==> src/rtl/icache_fetch_req_splitter.sv <==
// Fetch-group request splitter: queues fetch PCs and turns each into a registered group of
// double-word icache requests or a single bootloader request, held until accepted.
module icache_fetch_req_splitter #(
   parameter int FETCH_WORDS = 4,
   parameter int PEND_DEPTH = 2,
   parameter bit BOOT_EN = 1'b1,
   parameter int PADDR_WIDTH = 32,
   parameter int ID_W = 8,
   parameter bit MMU_DISABLED = 1'b0,
   parameter logic [PADDR_WIDTH-1:0] BOOT_BASE = PADDR_WIDTH'(32'h0001_0000),
   parameter logic [PADDR_WIDTH-1:0] BOOT_SIZE = PADDR_WIDTH'(32'h0001_0000),
   localparam int NUM_REQ = FETCH_WORDS / 2 + 1,
   localparam int OCC_W = $clog2(PEND_DEPTH + 1)
) (
   input  logic                           clock,
   input  logic                           reset_n,
   input  logic                           pc_in_valid,
   input  logic [31:0]                    pc_in_vaddr,
   input  logic [ID_W-1:0]                pc_in_id,
   output logic                           pc_in_ready,
   input  logic                           flush,
   input  logic [31:0]                    generation,
   input  logic [1:0]                     priv_rval,
   input  logic [31:0]                    satp,
   output logic [NUM_REQ-1:0]             icache_req_valid,
   output logic [NUM_REQ*ID_W-1:0]        icache_req_id,
   output logic [NUM_REQ*32-1:0]          icache_req_vaddr,
   output logic [NUM_REQ*PADDR_WIDTH-1:0] icache_req_paddr,
   output logic [NUM_REQ-1:0]             icache_req_paddr_valid,
   output logic [NUM_REQ*32-1:0]          icache_req_generation,
   output logic [NUM_REQ*32-1:0]          icache_req_satp,
   output logic [NUM_REQ*2-1:0]           icache_req_type,
   output logic [NUM_REQ*2-1:0]           icache_req_policy,
   input  logic                           icache_ready,
   output logic                           boot_req_valid,
   output logic [ID_W-1:0]                boot_req_id,
   output logic [PADDR_WIDTH-1:0]         boot_req_paddr,
   input  logic                           boot_ready,
   output logic [OCC_W-1:0]               occupancy
);

   localparam int PTR_W = (PEND_DEPTH > 1) ? $clog2(PEND_DEPTH) : 1;
   localparam logic [1:0] M_MODE = 2'b11;
   localparam logic [1:0] REQ_TYPE_NONE = 2'd0;
   localparam logic [1:0] READ_DOUBLE_WORD = 2'd1;
   localparam logic [1:0] REQ_POLICY_NONE = 2'd0;
   localparam logic [1:0] READ_REQ_FROM_UPPER = 2'd1;

   typedef enum logic [1:0] {OUT_EMPTY, OUT_ICACHE, OUT_BOOT} out_state_e;

   typedef struct packed {
      logic [31:0]     vaddr;
      logic [ID_W-1:0] id;
      logic [31:0]     gen;
      logic [1:0]      priv;
      logic [31:0]     satp;
   } entry_t;

   entry_t              fifo_q [PEND_DEPTH];
   entry_t              stage_q, stage_d, in_entry, src_entry;
   out_state_e          state_q, state_d;
   logic [PTR_W-1:0]    head_q, head_d, tail_q, tail_d;
   logic [OCC_W-1:0]    count_q, count_d;
   logic                enq, accept, can_load, load_fifo, bypass, wr_fifo;

   function automatic logic [PTR_W-1:0] ptr_inc(input logic [PTR_W-1:0] p);
      return (p == PTR_W'(PEND_DEPTH - 1)) ? '0 : p + 1'b1;
   endfunction

   function automatic logic is_boot(input entry_t e);
      logic [PADDR_WIDTH-1:0] pa;
      pa = PADDR_WIDTH'(e.vaddr);
      return BOOT_EN && (e.priv == M_MODE) && (pa >= BOOT_BASE) && ((pa - BOOT_BASE) < BOOT_SIZE);
   endfunction

   assign pc_in_ready = (count_q < OCC_W'(PEND_DEPTH));
   assign occupancy   = count_q;

   always_comb begin
      in_entry  = '{vaddr: pc_in_vaddr, id: pc_in_id, gen: generation, priv: priv_rval, satp: satp};
      enq       = pc_in_valid && pc_in_ready;
      accept    = ((state_q == OUT_ICACHE) && icache_ready) || ((state_q == OUT_BOOT) && boot_ready);
      can_load  = !flush && ((state_q == OUT_EMPTY) || accept);
      load_fifo = can_load && (count_q != '0);
      // An empty FIFO lets a new PC skip straight into the output stage for N+1 latency.
      bypass    = can_load && (count_q == '0) && enq;
      wr_fifo   = enq && !bypass;
      src_entry = load_fifo ? fifo_q[head_q] : in_entry;

      head_d  = head_q;
      tail_d  = tail_q;
      count_d = count_q;
      state_d = state_q;
      stage_d = stage_q;

      if (flush) begin
         head_d  = tail_q;
         tail_d  = wr_fifo ? ptr_inc(tail_q) : tail_q;
         count_d = wr_fifo ? OCC_W'(1) : '0;
         state_d = OUT_EMPTY;
      end else begin
         if (wr_fifo) tail_d = ptr_inc(tail_q);
         if (load_fifo) head_d = ptr_inc(head_q);
         count_d = count_q + OCC_W'(wr_fifo) - OCC_W'(load_fifo);
         if (load_fifo || bypass) begin
            stage_d = src_entry;
            state_d = is_boot(src_entry) ? OUT_BOOT : OUT_ICACHE;
         end else if (accept) begin
            state_d = OUT_EMPTY;
         end
      end
   end

   always_ff @(posedge clock or negedge reset_n) begin
      if (!reset_n) begin
         state_q <= OUT_EMPTY;
         head_q  <= '0;
         tail_q  <= '0;
         count_q <= '0;
         stage_q <= '0;
      end else begin
         state_q <= state_d;
         head_q  <= head_d;
         tail_q  <= tail_d;
         count_q <= count_d;
         stage_q <= stage_d;
      end
   end

   always_ff @(posedge clock) begin
      if (wr_fifo) fifo_q[tail_q] <= in_entry;
   end

   logic paddr_ok;
   assign paddr_ok = (stage_q.priv == M_MODE) || !stage_q.satp[31] || MMU_DISABLED;

   genvar gi;
   generate
      for (gi = 0; gi < NUM_REQ; gi++) begin : g_slot
         logic        used, slot_valid;
         logic [31:0] dw_vaddr;
         // An odd-word start backs up to the enclosing double word and needs one extra slot.
         assign used       = (gi < FETCH_WORDS / 2) ? 1'b1 : stage_q.vaddr[2];
         assign slot_valid = (state_q == OUT_ICACHE) && used;
         assign dw_vaddr   = stage_q.vaddr + 32'(8 * gi) - {29'd0, stage_q.vaddr[2], 2'b00};

         assign icache_req_valid[gi]                             = slot_valid;
         assign icache_req_id[gi*ID_W +: ID_W]                   = slot_valid ? stage_q.id + ID_W'(gi) : '0;
         assign icache_req_vaddr[gi*32 +: 32]                    = slot_valid ? dw_vaddr : '0;
         assign icache_req_paddr[gi*PADDR_WIDTH +: PADDR_WIDTH]  = slot_valid ? PADDR_WIDTH'(dw_vaddr) : '0;
         assign icache_req_paddr_valid[gi]                       = slot_valid && paddr_ok;
         assign icache_req_generation[gi*32 +: 32]               = slot_valid ? stage_q.gen : '0;
         assign icache_req_satp[gi*32 +: 32]                     = slot_valid ? stage_q.satp : '0;
         assign icache_req_type[gi*2 +: 2]   = slot_valid ? READ_DOUBLE_WORD : REQ_TYPE_NONE;
         assign icache_req_policy[gi*2 +: 2] = slot_valid ? READ_REQ_FROM_UPPER : REQ_POLICY_NONE;
      end
   endgenerate

   assign boot_req_valid = (state_q == OUT_BOOT);
   assign boot_req_id    = (state_q == OUT_BOOT) ? stage_q.id : '0;
   assign boot_req_paddr = (state_q == OUT_BOOT) ? PADDR_WIDTH'(stage_q.vaddr) : '0;

endmodule
==> config.mk <==
export PLATFORM = sky130hd
export DESIGN_NAME = icache_fetch_req_splitter
export DESIGN_NICKNAME = d
export VERILOG_FILES = /design/src/rtl/icache_fetch_req_splitter.sv
export SDC_FILE = /design/constraint.sdc
export NUM_CORES = 1
export LEC_CHECK = 0
export CORE_AREA = 3 3 225 227
export CTS_BUF_LIST = sky130_fd_sc_hd__clkbuf_8
export DETAILED_ROUTE_END_ITERATION = 16
export DIE_AREA = 0 0 228 230
export HOLD_SLACK_MARGIN = 0.03
export PLACE_DENSITY = 0.69
export SKIP_CTS_REPAIR_TIMING = 1
export SYNTH_ARGS = -nofsm -noshare
export SYNTH_HDL_FRONTEND = slang
export SYNTH_SLANG_ARGS = --single-unit
==> constraint.sdc <==
create_clock -name clock -period 9.9 [get_ports clock]
set_input_delay 2.97 -clock clock [delete_from_list [all_inputs] [get_ports clock]]
set_output_delay 2.97 -clock clock [all_outputs]
set_load 0.05 [all_outputs]
# Yosys cells after proc, flatten, opt, wreduce, memory -nomap -nowiden
# Memory sizes are Yosys's and may differ from the RTL's.
# Cells that the tools add are included.
# W data, S select, Z words.
op_classes:
  multipliers: 0
  add_sub_neg: 12
  n_bitwise: 1
  muxes: 27
  n_lt_le_gt_ge: 3
  reduce_logical: 26
  eq_ne: 4
  n_div: 0
  shift: 0
op_table:
  columns: ["operator", "n"]
  rows:
  - ["$mux W32", 8]
  - ["$mux W106", 1]
  - ["$sub A32 B3 Y32", 3]
  - ["$add A32 B4 Y32 const B", 1]
  - ["$add A32 B5 Y32 const B", 1]
  - ["$ge A32 B17 Y1 const B", 1]
  - ["$lt A32 B17 Y1 const B", 1]
  - ["$mux W8", 4]
  - ["$sub A32 B17 Y32 const B", 1]
  - ["$logic_and A1 B1 Y1", 13]
  - ["$mux W2", 5]
  - ["$mux W1", 9]
  - ["$add A8 B1 Y8 const B", 1]
  - ["$add A8 B2 Y8 const B", 1]
  - ["$eq A2 B2 Y1 const B", 3]
  - ["$logic_not A2 Y1", 2]
  - ["$logic_or A1 B1 Y1", 4]
  - ["$reduce_bool A2 Y1", 2]
  - ["$logic_not A1 Y1", 3]
  - ["$reduce_bool A3 Y1", 1]
  - ["$add A1 B1 Y1 const B", 2]
  - ["$add A2 B1 Y2", 1]
  - ["$eq A2 B1 Y1 const B", 1]
  - ["$lt A2 B2 Y1 const B", 1]
  - ["other kinds (3)", 3]
word_totals:
  out_inout_bits: 470
  ramBits: 212
  n_memories: 1
  elab_cells: 83
  register_bits: 112
  latch_bits: 0
  inputBits: 112
  rom_bits: 0
mem_list:
  columns: ["memory", "words", "word_bits", "rd", "rd_clocked_by_memory_dff", "write_ports", "line_no", "text"]
  rows:
  - ["fifo_q", 2, 106, 1, 0, 1, "59", "entry_t fifo_q [PEND_DEPTH];"]

# Depth between registers and ports, before layout
depth:
  depth_word: 13
  depth_mapped: 10

# Least setup slack after synthesis
# OpenSTA, ideal clock, no wires.
synth_timing:
  path_kind: "in2reg"
  start: "in icache_ready"
  end: "mem fifo_q[0][0] (netlist name) (enable)"
  slack_ns: 1.310
  stages: 4
  arrival_time_ns: 8.017
  setup_ns: 0.572
  path_cell_list: "nand2b_1 a2bb2oi_2 o21ai_0 nor2_1"
synth_between:
  elab_chain_cells: 10
synth_rtl:
  columns: ["element", "line_no", "text"]
  rows:
  - ["start, declared", "34", "input logic icache_ready,"]
  - ["$logic_and A1 B1 Y1", "82", "accept = ((state_q == OUT_ICACHE) && icache_ready) || ((state_q == OUT_BOOT) && boot_ready);"]
  - ["$logic_or A1 B1 Y1", "82", null]
  - ["$logic_or A1 B1 Y1", "83", "can_load = !flush && ((state_q == OUT_EMPTY) || accept);"]
  - ["$logic_and A1 B1 Y1", "83", null]
  - ["$logic_and A1 B1 Y1 (2 in a row)", "86", "bypass = can_load && (count_q == '0) && enq;"]
  - ["$logic_not A1 Y1", "87", "wr_fifo = enq && !bypass;"]
  - ["$logic_and A1 B1 Y1", "87", null]
  - ["$mux W1", "131", "if (wr_fifo) fifo_q[tail_q] <= in_entry;"]
  - ["$mux W1 (implied by the code)", "131", null]
  - ["end, declared", "59", null]
# No other way between the ends.

# Worst setup path after layout
layout_timing:
  start: "reg state_q[1]"
  end: "out icache_req_paddr[89]"
layout_between:
  elab_chain_cells: 3
layout_rtl:
  columns: ["element", "line_no", "text"]
  rows:
  - ["start, declared", "61", "out_state_e state_q, state_d;"]
  - ["start signal, assigned", "122", "state_q <= state_d;"]
  - ["$eq A2 B1 Y1", "144", "assign slot_valid = (state_q == OUT_ICACHE) && used;"]
  - ["$logic_and A1 B1 Y1", "144", null]
  - ["$mux W32", "150", "assign icache_req_paddr[gi*PADDR_WIDTH +: PADDR_WIDTH] = slot_valid ? PADDR_WIDTH'(dw_vaddr) : '0;"]
  - ["end, declared", "28", "output logic [NUM_REQ*PADDR_WIDTH-1:0] icache_req_paddr,"]
# No other way between the ends.

==> summary.md <==
| Metric | Value |
|---|---|
| Placed insts | 2913 |
| Hold Crit Start | stage_q[59]$_DFFE_PN0P_ |
| # IOs | 582 |
| Post-synth EDFFs | 212 |
| Worst Hold Depth | 2 |
| Vias in the first global route | 15500 |
| Area Growth Syn to Fin | 31.2% |
| Worst-path clk slew | 0.06 ns |
| Final TNS setup | 0 ns |
| Status | complete, no violations |
| Post-synthesis register bit count | 324 |
| Initial antenna violation count | 7 |
| Vias after detailed routing | 15500 |
| Min cycle time layout | 7.80 ns |
| Mux share of post-synthesis cell area | 5.94% |
| Clock Path Buffers | 3 |
| GPL Wtd Cong | 0.926 |
| Worst EP required | 6.93 ns |
| Reg2Reg Depth | 6 |
| Number of port buffers | 569 |
| Initial Util | 39.2% |
| Final Skew | 0.0167 ns |
| Core Box Area | 0.0488 mm² |
| Worst Hold Class | reg -> reg |
| Max-slew violations | 0 |
| Post-Synth XOR/XNOR Area | 2.15% |
| Max FO, Critical Path | 157 |
| Count of cell types in the netlist | 76 |
| 1st-pass router iterations | 5 |
| Final Net Count | 2479 |
| Fmax | 0.128 GHz |
| Final Cell Area | 0.0251 mm² |
| Seq/Total Area, Yosys | 47.9% |
| Top cells by area, synth | edfxtp_1, dfrtp_1, buf_4, mux2i_1, nor2_1 |
| Top FF cell, synth | edfxtp_1 |
| DRC violations left | 0 |
| Drt total wl | 65200 µm |
| Post-Synthesis Cells | 1951 |
| Final Non-Filler Cells | 3019 |
| Complex-gate fraction of the synthesized area | 11.1% |
| First-pass GRT wire length | 96900 µm |
| Relative max-transition margin | 16.6% |
| Layout cells sized above 1 | 5.49% |
| Area share of the largest cell type after synthesis | 33.2% |
| Synth warn | 0 |
| Cell Area, Placed | 0.0240 mm² |
| Crit path from | state_q[1]$_DFFE_PN0P_ |
| R2R Setup Slk | 6.83 ns |
| Max H-tree Level | 2 |
| ANT nets after route | 0 |
| Max Cap Viol | 0 |
| CP endpoint kind | output port |
| Iteration-0 DRC count of the detailed router | 1002 |
| Clk_lat worst skew | 0.62 ns |
| Die area | 0.0524 mm² |
| Reg2reg start | state_q[0]$_DFFE_PN0P_ |
| Worst Tran Pin Value | 1.25 ns |
| Reg-to-Reg End | stage_q[50]$_DFFE_PN0P_ |
| Die Y | 230 µm |
| Crit path DAT | 4.83 ns |
| # rows | 81 |
| Final setup violation count | 0 |
| Largest family of logic cells by synthesized area | simple AND/OR/NAND/NOR gates |
| Setup crit start kind | flip-flop |
| Root buf cell | clkbuf_8 |
| Dpl hpwl | 48500 µm |
| Most common cell after layout, fill and taps aside | clkdlybuf4s50_1 |
| Hold EP | stage_q[59]$_DFFE_PN0P_ |
| Total Routing Usage GR | 23.8% |
| Remaining global-route overflow | 0 |
| Post-Synth Simple-Gate Area | 17.9% |
| DR WL/cell | 21.6 µm |
| Largest net degree at the start of global routing | 158 |
| Mapped cell area | 0.0192 mm² |
| CTS tree | done |
| FFs w/ async S/R, synth | 34.6% |
| Fraction of the mapped netlist area in adder cells | 3.98% |
| Fin crit share | 78.8% |
| Most frequent cells in the layout | clkdlybuf4s50_1, nor2_1, edfxtp_1 |
| Crit Path Category | reg -> out |
| Unrepaired setup endpoints after global routing | false |
| Clock buffer count from CTS | 55 |
| Via density | 5.14 |
| Post-layout util | 51.4% |
| Die Width | 228 µm |
| Clock Sinks | 324 |
| Average cell area after synthesis | 9.82 µm² |
| Count of final hold-check violations | 0 |
| Yosys top cell by area | edfxtp_1 |
==> area by class of cell <==
class | instances | area (µm²)
flip-flops and latches | 324 | 9170
well taps | 664 | 831
multi-input cells | 1283 | 7960
clock inverters | 38 | 244
clock buffers | 64 | 881
fillers | 4529 | 23700
diodes | 4 | 10.0
repair buffers | 586 | 5820
inverters | 56 | 213
==> logic make-up after synthesis <==
family | count (synthesis)
and+or+nand+nor | 687
AOI/OAI and AO/OA | 363
buffers and inverters | 355
DFF | 324
muxes | 113
adders and majority gates | 61
xor gates and xnor gates | 47
other | 1
==> layer usage <==
layer	share of wire (%)	global-route usage, %	up-vias
met4	2.6	7.18	4
met3	6.1	5.13	75
met1	41	29.1	7543
li1	-	-	7320
met5	0.041	0	-
met2	50	42.0	572
==> flip-flops by register name, summed over array words and instances, names as in the netlist <==
signal       flops
state_q          2
head_q           1
stage_q        105
tail_q           1
g_slot.used      1
occupancy        2
fifo_q         212
==> cells in the mapped netlist (8+ instances only) <==
library cell,count
nor2_1,227
edfxtp_1,212
buf_4,190
a21oi_1,146
nand2_1,138
o21ai_0,125
and2_1,122
dfrtp_1,112
mux2i_1,108
and3_1,71
ha_1,61
clkbuf_1,60
inv_1,52
buf_2,38
xnor2_1,30
nand3_1,25
xor2_1,17
o31ai_1,16
nor4_1,15
nor2b_1,14
nand2b_1,13
nand4_1,12
nor3_1,10
or3_1,8
==> through the flow <==
step	hold slack, ns	setup slack (ns)
floorplan	0.450	1.31
global placement	0.465	2.78
detailed placement	0.484	2.79
CTS	0.497	2.09
global route	0.516	1.83
finish	0.494	2.10
==> how the worst max path moves through the flow <==
| stage | to | slack, ns | cells after the start |
|---|---|---|---|
| floorplan | fifo_q[0][0]$_DFFE_PP_ | 1.31 | 4 |
| global placement | icache_req_vaddr[89] | 2.78 | 8 |
| detailed placement | icache_req_vaddr[83] | 2.79 | 9 |
| CTS | icache_req_vaddr[83] | 2.09 | 9 |
| global route | icache_req_vaddr[57] | 1.83 | 8 |
| finish | icache_req_paddr[89] | 2.10 | 8 |
==> worst max-delay path, stage by stage (launching register included) <==
cell and delay [ns]:
dfrtp_1 0.42, nand2b_2 0.22, inv_4 0.78, nand2_1 0.11
buf_4 0.32, inv_1 0.32, nand2_1 0.09, o41ai_1 0.74
clkdlybuf4s50_1 0.97
Power is left out: the tool's default activity adds up to more than one toggle a clock period on the data nets, which glitch-free logic cannot reach.
